$ cat src/rtl/alu_pkg.sv
// Shared types and decode constants for the handshaked EX-stage ALU.
// Imported by alu_pipe and alu_mul_iter.
package alu_pkg;

    typedef enum logic [3:0] {
        OP_AND  = 4'b0000,
        OP_OR   = 4'b0001,
        OP_ADD  = 4'b0010,
        OP_SLL  = 4'b0011,
        OP_MUL  = 4'b0100,
        OP_BEQ  = 4'b0101,
        OP_SUB  = 4'b0110,
        OP_SRL  = 4'b0111,
        OP_BLT  = 4'b1000,
        OP_SRA  = 4'b1001,
        OP_BGE  = 4'b1010,
        OP_BLTU = 4'b1011,
        OP_NOR  = 4'b1100,
        OP_BGEU = 4'b1101,
        OP_JAL  = 4'b1110,
        OP_XOR  = 4'b1111
    } alu_op_t;

    typedef enum logic {
        S_IDLE = 1'b0,
        S_MUL  = 1'b1
    } alu_state_t;

    // One bit per opcode: set for BEQ, BLT, BGE, BLTU, BGEU.
    localparam logic [15:0] BRANCH_OPS = 16'h2D20;

    function automatic logic is_branch(input alu_op_t op);
        return BRANCH_OPS[op];
    endfunction

endpackage

$ cat src/rtl/alu_mul_iter.sv
// Iterative unsigned shift-add multiplier: one partial product per cycle,
// WIDTH steps, low WIDTH bits of the product held on prod once done.
module alu_mul_iter
    import alu_pkg::*;
#(
    parameter int WIDTH = 64
) (
    input  logic             clk,
    input  logic             reset,
    input  logic             start,
    input  logic [WIDTH-1:0] a,
    input  logic [WIDTH-1:0] b,
    output logic             done,
    output logic [WIDTH-1:0] prod
);

    localparam int CW = $clog2(WIDTH) + 1;

    logic [WIDTH-1:0] acc;
    logic [WIDTH-1:0] mcand;
    logic [WIDTH-1:0] mplier;
    logic [CW-1:0]    cnt;

    // Down-counter of remaining steps; the result stays parked at zero count.
    always_ff @(posedge clk) begin
        if (reset) begin
            acc    <= '0;
            mcand  <= '0;
            mplier <= '0;
            cnt    <= '0;
        end else if (start) begin
            acc    <= '0;
            mcand  <= a;
            mplier <= b;
            cnt    <= CW'(WIDTH);
        end else if (cnt != '0) begin
            if (mplier[0]) begin
                acc <= acc + mcand;
            end
            mcand  <= mcand << 1;
            mplier <= mplier >> 1;
            cnt    <= cnt - 1'b1;
        end
    end

    assign done = (cnt == '0);
    assign prod = acc;

endmodule

$ cat src/rtl/alu_pipe.sv
// EX-stage ALU with valid/ready issue, a one-entry output register and an
// iterative multiplier; result and zero always describe the same operation.
//
// state  | meaning
// -------+-----------------------------------------------------------
// S_IDLE | ready for issue when the output register is free
// S_MUL  | shift-add multiply running, or finished and waiting to unload
module alu_pipe
    import alu_pkg::*;
#(
    parameter int WIDTH = 64,
    parameter int SHW   = $clog2(WIDTH)
) (
    input  logic             clk,
    input  logic             reset,
    input  logic             in_valid,
    output logic             in_ready,
    input  logic [3:0]       op,
    input  logic [WIDTH-1:0] a,
    input  logic [WIDTH-1:0] b,
    output logic             out_valid,
    input  logic             out_ready,
    output logic [WIDTH-1:0] result,
    output logic             zero,
    output logic             busy
);

    alu_state_t       state;
    alu_state_t       state_nxt;
    alu_op_t          op_e;
    logic [SHW-1:0]   shamt;
    logic [WIDTH-1:0] res_c;
    logic             cond_c;
    logic             zero_c;
    logic             out_free;
    logic             accept;
    logic             mul_start;
    logic             mul_done;
    logic [WIDTH-1:0] mul_prod;
    logic             load_alu;
    logic             load_mul;

    assign op_e      = alu_op_t'(op);
    assign shamt     = b[SHW-1:0];
    assign out_free  = !out_valid || out_ready;
    assign in_ready  = (state == S_IDLE) && out_free;
    assign accept    = in_valid && in_ready;
    assign mul_start = accept && (op_e == OP_MUL);
    assign load_alu  = accept && (op_e != OP_MUL);
    assign load_mul  = (state == S_MUL) && mul_done && out_free;
    assign busy      = (state == S_MUL);

    alu_mul_iter #(.WIDTH(WIDTH)) u_mul (
        .clk   (clk),
        .reset (reset),
        .start (mul_start),
        .a     (a),
        .b     (b),
        .done  (mul_done),
        .prod  (mul_prod)
    );

    // Branches yield result 0; only branches and JAL may raise zero.
    always_comb begin
        res_c  = '0;
        cond_c = 1'b0;
        case (op_e)
            OP_AND:  res_c  = a & b;
            OP_OR:   res_c  = a | b;
            OP_ADD:  res_c  = a + b;
            OP_SUB:  res_c  = a - b;
            OP_SLL:  res_c  = a << shamt;
            OP_SRL:  res_c  = a >> shamt;
            OP_SRA:  res_c  = $signed(a) >>> shamt;
            OP_NOR:  res_c  = ~(a | b);
            OP_XOR:  res_c  = a ^ b;
            OP_BEQ:  cond_c = (a == b);
            OP_BLT:  cond_c = ($signed(a) < $signed(b));
            OP_BGE:  cond_c = ($signed(a) >= $signed(b));
            OP_BLTU: cond_c = (a < b);
            OP_BGEU: cond_c = (a >= b);
            default: res_c  = '0;
        endcase
        zero_c = is_branch(op_e) ? cond_c : (op_e == OP_JAL);
    end

    always_ff @(posedge clk) begin
        if (reset) begin
            state <= S_IDLE;
        end else begin
            state <= state_nxt;
        end
    end

    always_comb begin
        state_nxt = state;
        case (state)
            S_IDLE:  if (mul_start) state_nxt = S_MUL;
            S_MUL:   if (load_mul)  state_nxt = S_IDLE;
            default: state_nxt = S_IDLE;
        endcase
    end

    always_ff @(posedge clk) begin
        if (reset) begin
            out_valid <= 1'b0;
            result    <= '0;
            zero      <= 1'b0;
        end else if (load_alu) begin
            out_valid <= 1'b1;
            result    <= res_c;
            zero      <= zero_c;
        end else if (load_mul) begin
            out_valid <= 1'b1;
            result    <= mul_prod;
            zero      <= 1'b0;
        end else if (out_ready) begin
            out_valid <= 1'b0;
            result    <= '0;
            zero      <= 1'b0;
        end
    end

endmodule

$ cat config.mk
export PLATFORM = sky130hd
export DESIGN_NAME = alu_pipe
export DESIGN_NICKNAME = d
export VERILOG_FILES = /design/src/rtl/alu_pkg.sv /design/src/rtl/alu_mul_iter.sv /design/src/rtl/alu_pipe.sv
export SDC_FILE = /design/constraint.sdc
export NUM_CORES = 2
export LEC_CHECK = 0
export ABC_AREA = 1
export BUFFER_PORTS_ARGS = -buffer_cell sky130_fd_sc_hd__buf_4
export CAP_MARGIN = 5
export CORE_MARGIN = 1
export CORE_UTILIZATION = 50
export DETAILED_ROUTE_END_ITERATION = 12
export HOLD_SLACK_MARGIN = 0.12
export PLACE_DENSITY_LB_ADDON = 0.15
export SLEW_MARGIN = 20
export SYNTH_ARGS = -nofsm -noshare
export SYNTH_HDL_FRONTEND = slang
export SYNTH_SLANG_ARGS = --single-unit
$ cat constraint.sdc
create_clock -name clk -period 3.1 [get_ports clk]
set_clock_uncertainty 0.15 [all_clocks]
set_input_delay 0.155 -clock clk [delete_from_list [all_inputs] [get_ports clk]]
set_output_delay 0.155 -clock clk [all_outputs]
set_load 0.03 [all_outputs]
==> results of run 1 <==
-- logic make-up after synthesis --
logic type	after synthesis
AO/OA/AOI/OAI	1635
XOR/XNOR	38
adder cells (fa/ha/maj)	263
buffers and inverters	1189
flip-flops	266
multiplexers	10
AND/OR/NAND/NOR	3534
-- metal layers --
metal / GRT overflow / GRT usage (%)
met1: 0 / 70.2
met2: 0 / 84.8
met3: 0 / 39.0
met4: 1 / 61.9
met5: 0 / 10.3
-- stage by stage --
stage | TNS [ns] | util [%] | setup slack (ns) | area, um^2 | hold slack, ns
floorplan | 0 | - | 0.207 | 37900 | 0.154
global placement | -0.870 | 61.6 | -0.166 | 46000 | 0.284
detailed placement | -1.13 | 61.6 | -0.179 | 46000 | 0.289
CTS | 0 | 65.0 | 0.00402 | 48600 | 0.132
-- timing repair --
item	CTS
hold buffers	130
endpoints found under the setup margin	3
resized for setup	2
endpoints found under the hold margin	182
==> run_results.csv, run 1 <==
group,metric,value,unit
floorplan,initial_core_util,50.7,%
synth,ys_ff_latch,266,
run_status,firstError,"[ERROR GRT-0232] Routing congestion too high. Check the congestion heatmap in the GUI.",
synth,yosys.area.top_type,"nand2_1",
placed_design,dp_hpwl,194000,um
synth,synth-compound-area-share,24.3,%
global_routing,grt_usage,64.8,%
synth,ys.flop_type,"dfxtp_1",
placed_design,routabilityCongestion,1.33,
synth,yosysSeqAreaShare,14.1,%
global_routing,grt_max_degree,134,
timing,worstEndpointType,"sequential cell input",
floorplan,rows,100,
synth,synth_area,0.0379,mm^2
timing,worst_endpoint,"result[50]$_SDFFE_PP0P_/D",
floorplan,die_w,277,um
run_status,outcome,"stopped before the end",
synth,yosysMostFrequentCell,"nand2_1",
synth,synth_edf_count,0,
synth,async_flop_share,0,%
placed_design,dp_cells,8620,
synth,synth.distinct_cells,57,
synth,ys_warn_count,0,
synth,synth_area_leaders,"nand2_1, dfxtp_1, nand3_1, ha_1, a21oi_1",
floorplan,boundaryPins,204,
placed_design,io_buffers,203,
synth,synthMuxAreaShare,0.264,%
run_status,failed_stage,"5_1_grt",
synth,synth_top_family_by_area,"simple AND/OR/NAND/NOR gates",
synth,synth_fp_nets,7334,
cts,h-tree-depth,2,
synth,synth_fa_ha_area_share,8.74,%
cts,numClockSinks,266,
floorplan,die_y,277,um
synth,syn_inst,6935,
cts,clockRootBuffer,"clkbuf_16",
cts,clk_path_buf_depth,3,
cts,cts_buffers,36,
synth,syn_area_per_cell,5.47,um^2
synth,synth_top_area_share,19.3,%
synth,ys_top_cells_by_count,"nand2_1, nand3_1, inv_1",
synth,synthSimpleGateAreaFrac,39.1,%
cts,post-cts-setup-buffer-count,0,
global_routing,overflow,1,
synth,synth-xor-area-share,0.878,%
==> run 2, diff against run 1 <==
CORE_UTILIZATION = 35   (was 50)
HOLD_SLACK_MARGIN = not set   (was 0.12)
clock period = 4.03 ns   (was 3.1 ns; I/O delays follow)
==> run 2 against run 1 <==
  * The run now ends clean
  * Synthesized area stayed put
  * Synthesized cell count stayed put
==> run_results.csv, run 2 <==
group,metric,value,unit
run_status,outcome,"finished, final reports clean",
worst_setup_path,timing.rr.end,"u_mul.prod[48]",
timing,fin_crit,3.95,ns
floorplan,die_area,0.110,mm^2
routing,first_pass_iters,8,
synth,ys_warn_count,0,
timing,report.final.slew_viol_count,0,
final_layout,layout_commonest_cell,"nand2_1",
synth,yosysSeqAreaShare,14.1,%
final_layout,multi_input_area,0.0278,mm^2
global_routing,overflow,0,
final_layout,regArea,0.00533,mm^2
final_layout,most-common-layout-cells,"nand2_1, nand3_1, inv_1",
global_routing,grt_max_degree,147,
timing,finalHoldViolCount,0,
timing,min_period_over_period,98.0,%
floorplan,initial_core_util,35.4,%
worst_hold_path,hold_class,"input port to flop",
routing,via_count,52400,
synth,synth_edf_count,0,
floorplan,die_w,331,um
timing,rsz0062_at_grt,"no",
worst_setup_path,crit_chain,"dlygate4sd3_1, buf_4, inv_1, ha_1, inv_1, nand2_1, nor2_1, nand2_1, inv_1, nand2_1, inv_1, nand3_1, nand3_1, nand2_1, nand3_1, nand3_1, buf_4, nand2_1, a21oi_1",
floorplan,rows,120,
final_layout,design_area,0.0451,mm^2
worst_setup_path,cp-start-kind,"input port",
worst_setup_path,rrSetupSlack,0.67,ns
placed_design,dp_hpwl,225000,um
worst_hold_path,min_to,"u_mul.mplier[4]",
placed_design,io_buffers,203,
floorplan,die_y,331,um
timing,worstMarginPinSlew,1.23,ns
final_layout,drive_gt1_share,10.4,%
worst_setup_path,slowest_delay,0.52,ns
routing,wirelength,275000,um
synth,ys_ff_latch,266,
worst_setup_path,worstSetupPathType,"input port to flop",
cts,h-tree-depth,2,
timing,max_freq,0.253,GHz
worst_setup_path,setup.worst_path.start,"b[41]",
timing,timing.slew.headroom,17.2,%
synth,synth_top_area_share,19.3,%
worst_hold_path,hold_depth,4,
worst_setup_path,crit_top_cell,"nand2_1",
cts,cts_resized,0,
floorplan,core,0.107,mm^2
timing,setup_viol,0,
worst_setup_path,required,4.36,ns
synth,synth_area_leaders,"nand2_1, dfxtp_1, nand3_1, ha_1, a21oi_1",
pwr,cellLeakagePower,0.0213,uW
synth,syn_inst,6935,
cts,clkTransAtPathRegs,0.06,ns
worst_setup_path,crit_buf_inv,7,
cts,cts_tree,"built",
cts,numClockSinks,266,
placed_design,routabilityCongestion,1.20,
global_routing,grt_usage,48.2,%
routing,drc_errors,0,
timing,tns,0,ns
cts,clk_latency,0.66,ns
worst_setup_path,crit_path_top_delay_cell,"dlygate4sd3_1",
final_layout,stdcell_count,8732,
placed_design,place_area,0.0427,mm^2
worst_setup_path,cp_data_arrival_time,4.28,ns
global_routing,grt_pass1_wl,369000,um
cts,clockRootBuffer,"clkbuf_16",
placed_design,dp_cells,8555,
global_routing,grt_pass1_vias,47000,
placed_design,pre_cts_slack,0.227,ns
synth,yosys.area.top_type,"nand2_1",
final_layout,nets,7695,
floorplan,boundaryPins,204,
routing,viasPerCell,6.00,
final_layout,fill_cells,12100,
timing,fin_worst_hold_slack,0.0237,ns
worst_setup_path,r2r-start,"u_mul.prod[14]",
routing,drt_iter0_markers,7508,
global_routing,antenna_found_initial,17,
synth,synth.distinct_cells,57,
cts,post-cts-setup-buffer-count,0,
worst_hold_path,min_from,"b[4]",
routing,wl_per_cell,31.4,um
worst_setup_path,reg2reg_depth,12,
job,drv_cap,0,
synth,async_flop_share,0,%
synth,yosysMostFrequentCell,"nand2_1",
cts,clk_path_buf_depth,3,
final_layout,area_growth,18.9,%
routing,final_antenna_net_count,0,
worst_setup_path,cpLargestDelayFamily,"buffers and inverters",
synth,ys.flop_type,"dfxtp_1",
synth,synth_fp_nets,7334,
synth,ys_top_cells_by_count,"nand2_1, nand3_1, inv_1",
synth,synth_area,0.0379,mm^2
worst_setup_path,cp-end-kind,"flop",
timing,setup_slack,0.0786,ns
worst_setup_path,cp_max_fo,7,
cts,cts_buffers,37,
synth,syn_area_per_cell,5.47,um^2
pwr,ir_worst_vdd,0.344,mV
pwr,p_per_area,293,mW/mm^2
## run 2: cell counts after synthesis
No cell type changed its count.
## run 2: cells by family after synthesis
logic type      Yosys count  share of synthesized area (%)
compound gates         1635                           24.3
xor+xnor                 38                          0.878
fa+ha+maj               263                           8.74
buf+inv                1189                           12.7
flops                   266                           14.1
mux                      10                          0.264
simple gates           3534                           39.1
## run 2: how the worst max path moves through the flow
stage,endpoint,slack [ns],cells past startpoint
5_1_grt,zero,0.03,20
2_1_floorplan,result[62],1.09,22
3_3_place_gp,result[33],0.16,15
4_1_cts,zero,0.32,20
3_5_place_dp,result[61],0.23,12
6_report,result[51],0.08,19
## run 2: final cells by class
type | count | share of cell area, %
Multi-Input combinational cell | 5480 | 61.8
Timing Repair Buffer | 682 | 12.7
Sequential cell | 266 | 11.8
Clock buffer | 49 | 2.31
Antenna cell | 5 | 0.0278
Inverter | 829 | 6.93
Tap cell | 1403 | 3.90
Clock inverter | 18 | 0.544
## run 2: metrics by stage
stage	total power (uW)	utilization (%)
CTS	12900	42.0
global route	13600	42.0
floorplan	6450	-
detailed placement	9190	39.8
global placement	9170	39.8
finish	13200	42.0
## run 2: repair_timing
item	in CTS	in global routing
endpoints found under the setup margin	0	0
hold buffers	105	0
endpoints found under the hold margin	105	0
## run 2: worst min-delay path, cell delays in order
cell and delay (ns):
buf_4 0.14, buf_12 0.19, nand2_1 0.13, a31oi_1 0.08
## run 2: power by group
group          total, uW  switching, uW  internal [uW]
Sequential          3070            158           2910
Clock               3650           1550           2100
Combinational       6460           4640           1830
## run 2: metal layers
metal | wire, um | share of wire [%] | vias to the layer above | GRT usage [%]
li1 | - | - | 23700 | -
met1 | 105000 | 38 | 24300 | 59.0
met2 | 111000 | 40 | 3654 | 69.7
met3 | 30600 | 11 | 810 | 12.5
met4 | 28400 | 10 | 6 | 41.7
met5 | 37 | 0.013 | - | 0
Power figures use the tool's default switching activity.
